$ cat src/rtl/varredor_mux8_if.sv
// Interface between the scan controller and its surroundings: the start/busy/done
// handshake upstream, plus the select lines and sampled output of the 8:1 mux.
// Optional macro VARREDOR_MUX8_PARIDADE_EN adds the Paridade signal.
interface varredor_mux8_if;
   logic       Iniciar;
   logic       S;
   logic       Sel0;
   logic       Sel1;
   logic       Sel2;
   logic [7:0] Dados;
   logic       Ocupado;
   logic       Pronto;
`ifdef VARREDOR_MUX8_PARIDADE_EN
   logic       Paridade;
`endif

   // Control side: requests scans, drives the mux output under test.
   modport master (
      output Iniciar, S,
      input  Sel0, Sel1, Sel2, Dados, Ocupado, Pronto
`ifdef VARREDOR_MUX8_PARIDADE_EN
      , input Paridade
`endif
   );

   // Scan controller side.
   modport slave (
      input  Iniciar, S,
      output Sel0, Sel1, Sel2, Dados, Ocupado, Pronto
`ifdef VARREDOR_MUX8_PARIDADE_EN
      , output Paridade
`endif
   );
endinterface

$ cat src/rtl/varredor_mux8.sv
// varredor_mux8: steps an 8:1 mux through select codes 0..7, holding each code
// for ESPERA+1 cycles and sampling S on the last cycle of each code, then
// publishes the eight sampled bits as one word with a one-cycle Pronto pulse.
// Optional macro VARREDOR_MUX8_PARIDADE_EN adds a registered even-parity output.
module varredor_mux8 #(
   parameter int unsigned ESPERA = 0   // extra settle cycles per code, 0..15
) (
   input logic           Clock,
   input logic           Reset,
   varredor_mux8_if.slave bus
);

   typedef enum logic [1:0] {
      OCIOSO  = 2'd0,
      VARRE   = 2'd1,
      CONCLUI = 2'd2
   } estado_t;

   localparam logic [3:0] ULTIMO = 4'(ESPERA);

   estado_t    estado, estado_n;
   logic [2:0] indice, indice_n;
   logic [3:0] conta, conta_n;
   logic [7:0] sombra, sombra_n;
   logic [7:0] dados, dados_n;

   // Next-state logic: settle counting, sampling of S and word hand-off.
   always_comb begin
      // NOTE: every variable gets its hold value first so no path leaves it
      // unassigned; otherwise synthesis infers a latch.
      estado_n = estado;
      indice_n = indice;
      conta_n  = conta;
      sombra_n = sombra;
      dados_n  = dados;
      unique case (estado)
         OCIOSO: begin
            if (bus.Iniciar) begin
               estado_n = VARRE;
               indice_n = 3'd0;
               conta_n  = 4'd0;
               sombra_n = 8'h00;
            end
         end
         VARRE: begin
            if (conta == ULTIMO) begin
               // Last cycle of this code: the mux output has settled.
               // NOTE: blocking assignments here so dados_n below sees the
               // bit just written into sombra_n in the same evaluation.
               sombra_n[indice] = bus.S;
               conta_n          = 4'd0;
               if (indice == 3'd7) begin
                  estado_n = CONCLUI;
                  dados_n  = sombra_n;
               end else begin
                  indice_n = indice + 3'd1;
               end
            end else begin
               conta_n = conta + 4'd1;
            end
         end
         CONCLUI: begin
            estado_n = OCIOSO;
            indice_n = 3'd0;
         end
         default: estado_n = OCIOSO;
      endcase
   end

   // State register with synchronous reset taking priority over everything.
   always_ff @(posedge Clock) begin
      // NOTE: state is updated with non-blocking assignments so every register
      // samples pre-edge values regardless of process ordering.
      if (Reset) begin
         estado <= OCIOSO;
         indice <= 3'd0;
         conta  <= 4'd0;
         sombra <= 8'h00;
         dados  <= 8'h00;
      end else begin
         estado <= estado_n;
         indice <= indice_n;
         conta  <= conta_n;
         sombra <= sombra_n;
         dados  <= dados_n;
      end
   end

`ifdef VARREDOR_MUX8_PARIDADE_EN
   logic paridade;

   // Parity register loads alongside Dados; holds otherwise since ^dados_n == ^dados.
   always_ff @(posedge Clock) begin
      if (Reset) paridade <= 1'b0;
      else       paridade <= ^dados_n;
   end

   assign bus.Paridade = paridade;
`endif

   // Outputs are pure decodes of registered state, so they change only at the edge.
   assign bus.Sel0    = (estado == VARRE) & indice[0];
   assign bus.Sel1    = (estado == VARRE) & indice[1];
   assign bus.Sel2    = (estado == VARRE) & indice[2];
   assign bus.Ocupado = (estado != OCIOSO);
   assign bus.Pronto  = (estado == CONCLUI);
   assign bus.Dados   = dados;

endmodule

$ cat src/flat_wrapper.sv
// flat-port wrapper written by rule: the top's interface ports become plain ports
module varredor_mux8_flat 
#(
   parameter int unsigned ESPERA = 0                                         
)
  (Clock, Reset, bus_Iniciar, bus_S, bus_Sel0, bus_Sel1, bus_Sel2, bus_Dados, bus_Ocupado, bus_Pronto);
  varredor_mux8_if bus_i ();
  input logic Clock;
  input logic Reset;
  input wire logic [$bits(bus_i.Iniciar)-1:0] bus_Iniciar;
  input wire logic [$bits(bus_i.S)-1:0] bus_S;
  output wire logic [$bits(bus_i.Sel0)-1:0] bus_Sel0;
  output wire logic [$bits(bus_i.Sel1)-1:0] bus_Sel1;
  output wire logic [$bits(bus_i.Sel2)-1:0] bus_Sel2;
  output wire logic [$bits(bus_i.Dados)-1:0] bus_Dados;
  output wire logic [$bits(bus_i.Ocupado)-1:0] bus_Ocupado;
  output wire logic [$bits(bus_i.Pronto)-1:0] bus_Pronto;
  assign bus_i.Iniciar = bus_Iniciar;
  assign bus_i.S = bus_S;
  assign bus_Sel0 = bus_i.Sel0;
  assign bus_Sel1 = bus_i.Sel1;
  assign bus_Sel2 = bus_i.Sel2;
  assign bus_Dados = bus_i.Dados;
  assign bus_Ocupado = bus_i.Ocupado;
  assign bus_Pronto = bus_i.Pronto;
  varredor_mux8 #(.ESPERA(ESPERA)) u_core (.Clock(Clock), .Reset(Reset), .bus(bus_i));
endmodule
$ cat config.mk
export PLATFORM = sky130hd
export DESIGN_NAME = varredor_mux8_flat
export DESIGN_NICKNAME = d
export VERILOG_FILES = /design/src/rtl/varredor_mux8_if.sv /design/src/rtl/varredor_mux8.sv /design/src/flat_wrapper.sv
export SDC_FILE = /design/constraint.sdc
export NUM_CORES = 1
export LEC_CHECK = 0
export CAP_MARGIN = 40
export CORE_MARGIN = 2
export CORE_UTILIZATION = 53
export CTS_CLUSTER_DIAMETER = 60
export CTS_CLUSTER_SIZE = 40
export DETAILED_ROUTE_END_ITERATION = 12
export PLACE_DENSITY = 0.77
export SLEW_MARGIN = 20
export SYNTH_ARGS = -nofsm -noshare
export SYNTH_HDL_FRONTEND = slang
export SYNTH_SLANG_ARGS = --single-unit
$ cat constraint.sdc
create_clock -name Clock -period 1.65 [get_ports Clock]
set_input_delay 0.33 -clock Clock [delete_from_list [all_inputs] [get_ports Clock]]
set_output_delay 0.33 -clock Clock [all_outputs]
set_load 0.01 [all_outputs]
==> summary.md <==
| Metric | Value |
|---|---|
| Status | finished clean |
| CP Buf/Inv Count | 2 |
| Max Clock Skew | approximately 0.006 ns |
| Final HPWL DP | 2.260 mm |
| Max Slew Vio Count | 0 |
| Fin crit share | 0.9661 |
| Hold WS | 0.4902 ns |
| Initial antenna violation count | 0 |
| Crit path required time | 1.88 ns |
| Final net count | roughly 170 |
| Site row count | 17 |
| Worst-path cell chain | inv_1 > ha_4 > or3b_4 > buf_4 > nor2_4 > o22ai_1 |
| Net Switching | 272.8 uW |
| Final min period | 1.594 ns |
| Ys async rst share | 0 |
| Sum Neg Setup Slack | 0 ns |
| Synth cell types | 37 |
| First-pass GRT wire length | between 5 and 6 mm |
| DRC | 0 |
| Pre-Repair DR Iteration Count | 4 |
| Total track usage | 0.2555 |
| TritonCTS Buffers | 3 |
| Maximum VDD drop | 0.0005321 V |
| Max_cap viols | 0 |
| Min-delay worst type | reg -> reg |
| Layout cells sized above 1 | 0.2909 |
| Cell Area, Synth | 1262 um2 |
| I/O pins | 17 |
| Starting Density | 0.5653 |
| Area grow syn2layout | 31.32% |
| Critical-path top delay cell | or3b_4 |
| Via density | approximately 6.0 |
| Main synth FF type | dfxtp_1 |
| Total gr overflow | 0 |
| Drt first-iter violations | 22 |
| Count leader, synth | dfxtp_1 |
| Combinational share of power | 0.135 |
| Post-synth EDFFs | 0 |
| Crit path kind | reg -> reg |
| Sequential share of power | 0.594 |
| Largest stage delay, worst path | 0.41 ns |
| Critical path endpoint category | flop |
| Vias in the first global route | 1,107 |
| Sw frac | 0.2633 |
| WL final | 3.250 mm |
| Clk buf depth | 2 |
| Fmax | between 0.6 and 0.7 GHz |
| Root Buffer | clkbuf_4 |
| Final hold violations | 0 |
| Top delay family on crit path | simple AND/OR/NAND/NOR gates |
| RePlAce Congestion | 0.8357 |
| CTS sink count | 25 |
| Die Area | 2788 um2 |
| Least-Margin Pin Slew | 0.3874 ns |
| Rel. slew slack | 0.7418 |
| List of most frequent post-synthesis cells | dfxtp_1, nand3b_1, a21oi_1, a211oi_1 |
| Largest net degree at the start of global routing | 15 |
| Core box area | around 2200 um2 |
| CP Launch Type | flop |
| Seq cells post-synth | 25 |
| Leak | 0.0006347 uW |
| PortBufs | 16 |
| Yosys top cell area share | 0.3964 |
| Synth area leaders | dfxtp_1, nand3b_1, mux2i_1 |
| H-tree depth | 1 |
| Skew-Pair Late Insertion Delay | 0.32 ns |
| Via count | 1,159 |
| Worst Path Max Fanout | 8 |
| Sequential share of the synthesized area | 0.3964 |
| CTS Hold Bufs | 0 |
| Syn nets | 142 |
| Final setup viols | 0 |
| CTS tree | built |
| WL/cell | 16.84 um |
| CP Data Arrival Time | around 1.8 ns |
| Die H | 52.81 um |
| Syn_area_per_cell | 9.421 um2 |
| Area leader, netlist | dfxtp_1 |
| Clock power frac | 0.271 |
| R2R Setup Slk | between 0.05 and 0.06 ns |
| PD cells | 625.1 nW/um2 |
| Number of diodes | 0 |
| Cell-internal power | 763.5 uW |
| Yosys warns | 0 |
| Die width | 52.81 um |
| Post-Synthesis Cells | 134 |
| Clk slew on worst S/H paths | 0.14 ns |
| Post-DRT Antenna Nets | 0 |
placed cells by master (no fill, tap or decap), types with 3 or more instances in the layout:
cell type	instances
clkbuf_4	3
nor2_1	3
nor3b_1	5
a31o_1	3
nand3b_1	11
dfxtp_1	21
mux2i_1	8
clkbuf_2	3
nand2b_1	3
clkdlybuf4s50_1	11
o22ai_1	7
a211oi_1	8
a21oi_1	10
inv_1	4
nand3_1	4
dfxtp_2	4
buf_4	21
through the flow:
stage | instances | instance area, um2 | setup WS, ns | util | power [uW]
6_report | 193 | 1658 | 0.05586 | 0.7423 | 1036
3_5_place_dp | 186 | 1538 | -0.07262 | 0.6885 | 763.2
5_1_grt | 193 | 1658 | -0.001161 | 0.7423 | 1070
3_3_place_gp | 186 | 1538 | 0.02538 | 0.6885 | 759.7
4_1_cts | 191 | 1602 | -0.02129 | 0.7171 | 1034
2_1_floorplan | 134 | 1262 | 0.1707 | - | 710.4
final timing paths:
check	from	to	depth (start not counted)
setup / recovery	u_core.conta[1]$_SDFFE_PP0P_	u_core.sombra[6]$_SDFFE_PP0P_	6
hold / removal	u_core.conta[0]$_SDFFE_PP0P_	u_core.conta[0]$_SDFFE_PP0P_	2
setup reg to reg	u_core.conta[1]$_SDFFE_PP0P_	u_core.sombra[6]$_SDFFE_PP0P_	6
hold reg to reg	u_core.conta[0]$_SDFFE_PP0P_	u_core.conta[0]$_SDFFE_PP0P_	2
power groups by stage:
stage / registers (uW) / clock network, uW / logic, uW
after floorplan: 629 / 0 / 81.3
after global placement: 628 / 0 / 132
after detailed placement: 628 / 0 / 135
after CTS: 615 / 281 / 138
after global routing: 617 / 302 / 151
final: 616 / 281 / 140
worst register-to-register path, stage by stage, from the launching register on:
cell and delay, ns:
dfxtp_1 0.33, inv_1 0.09, ha_4 0.15, or3b_4 0.41, buf_4 0.16, nor2_4 0.23
o22ai_1 0.13
cells by family (layout without fill, tap and decap cells):
| family | after synthesis | after routing | synth area share |
|---|---|---|---|
| DFF | 25 | 25 | 0.3964 |
| AOI/OAI and AO/OA | 36 | 36 | 0.1863 |
| adders and majority gates | 4 | 4 | 0.03964 |
| muxes | 8 | 8 | 0.06343 |
| and+or+nand+nor | 46 | 46 | 0.2557 |
| buffers and inverters | 15 | 46 | 0.05847 |
final cells by class:
cell class	count	area (um2)
Fill cell	175	575.6
Clock buffer	3	22.52
Multi-Input combinational cell	94	774.5
Sequential cell	25	505.5
Tap cell	28	35.03
Inverter	5	18.77
Timing Repair Buffer	37	296.5
Clock inverter	1	5.005
metal layers:
layer	share of wire	wire length, um	vias up	GRT usage
li1	-	-	560	-
met1	0.46	1488	557	0.3476
met2	0.48	1546	34	0.4104
met3	0.046	149	8	0.03714
met4	0.020	65	0	0.08974
met5	0	0	-	0
timing repair:
item,4_1_cts,5_1_grt
pin swaps,0,3
resized for setup,17,20
buffers inserted,1,1
setup endpoints to repair,15,23
cloned,0,1
flip-flops by register name, indices dropped and copies added, names as in the netlist:
name	count
u_core.sombra	8
u_core.conta	4
u_core.estado	2
u_core.bus.Dados	8
u_core.indice	3
(Power assumes the default switching activity.)
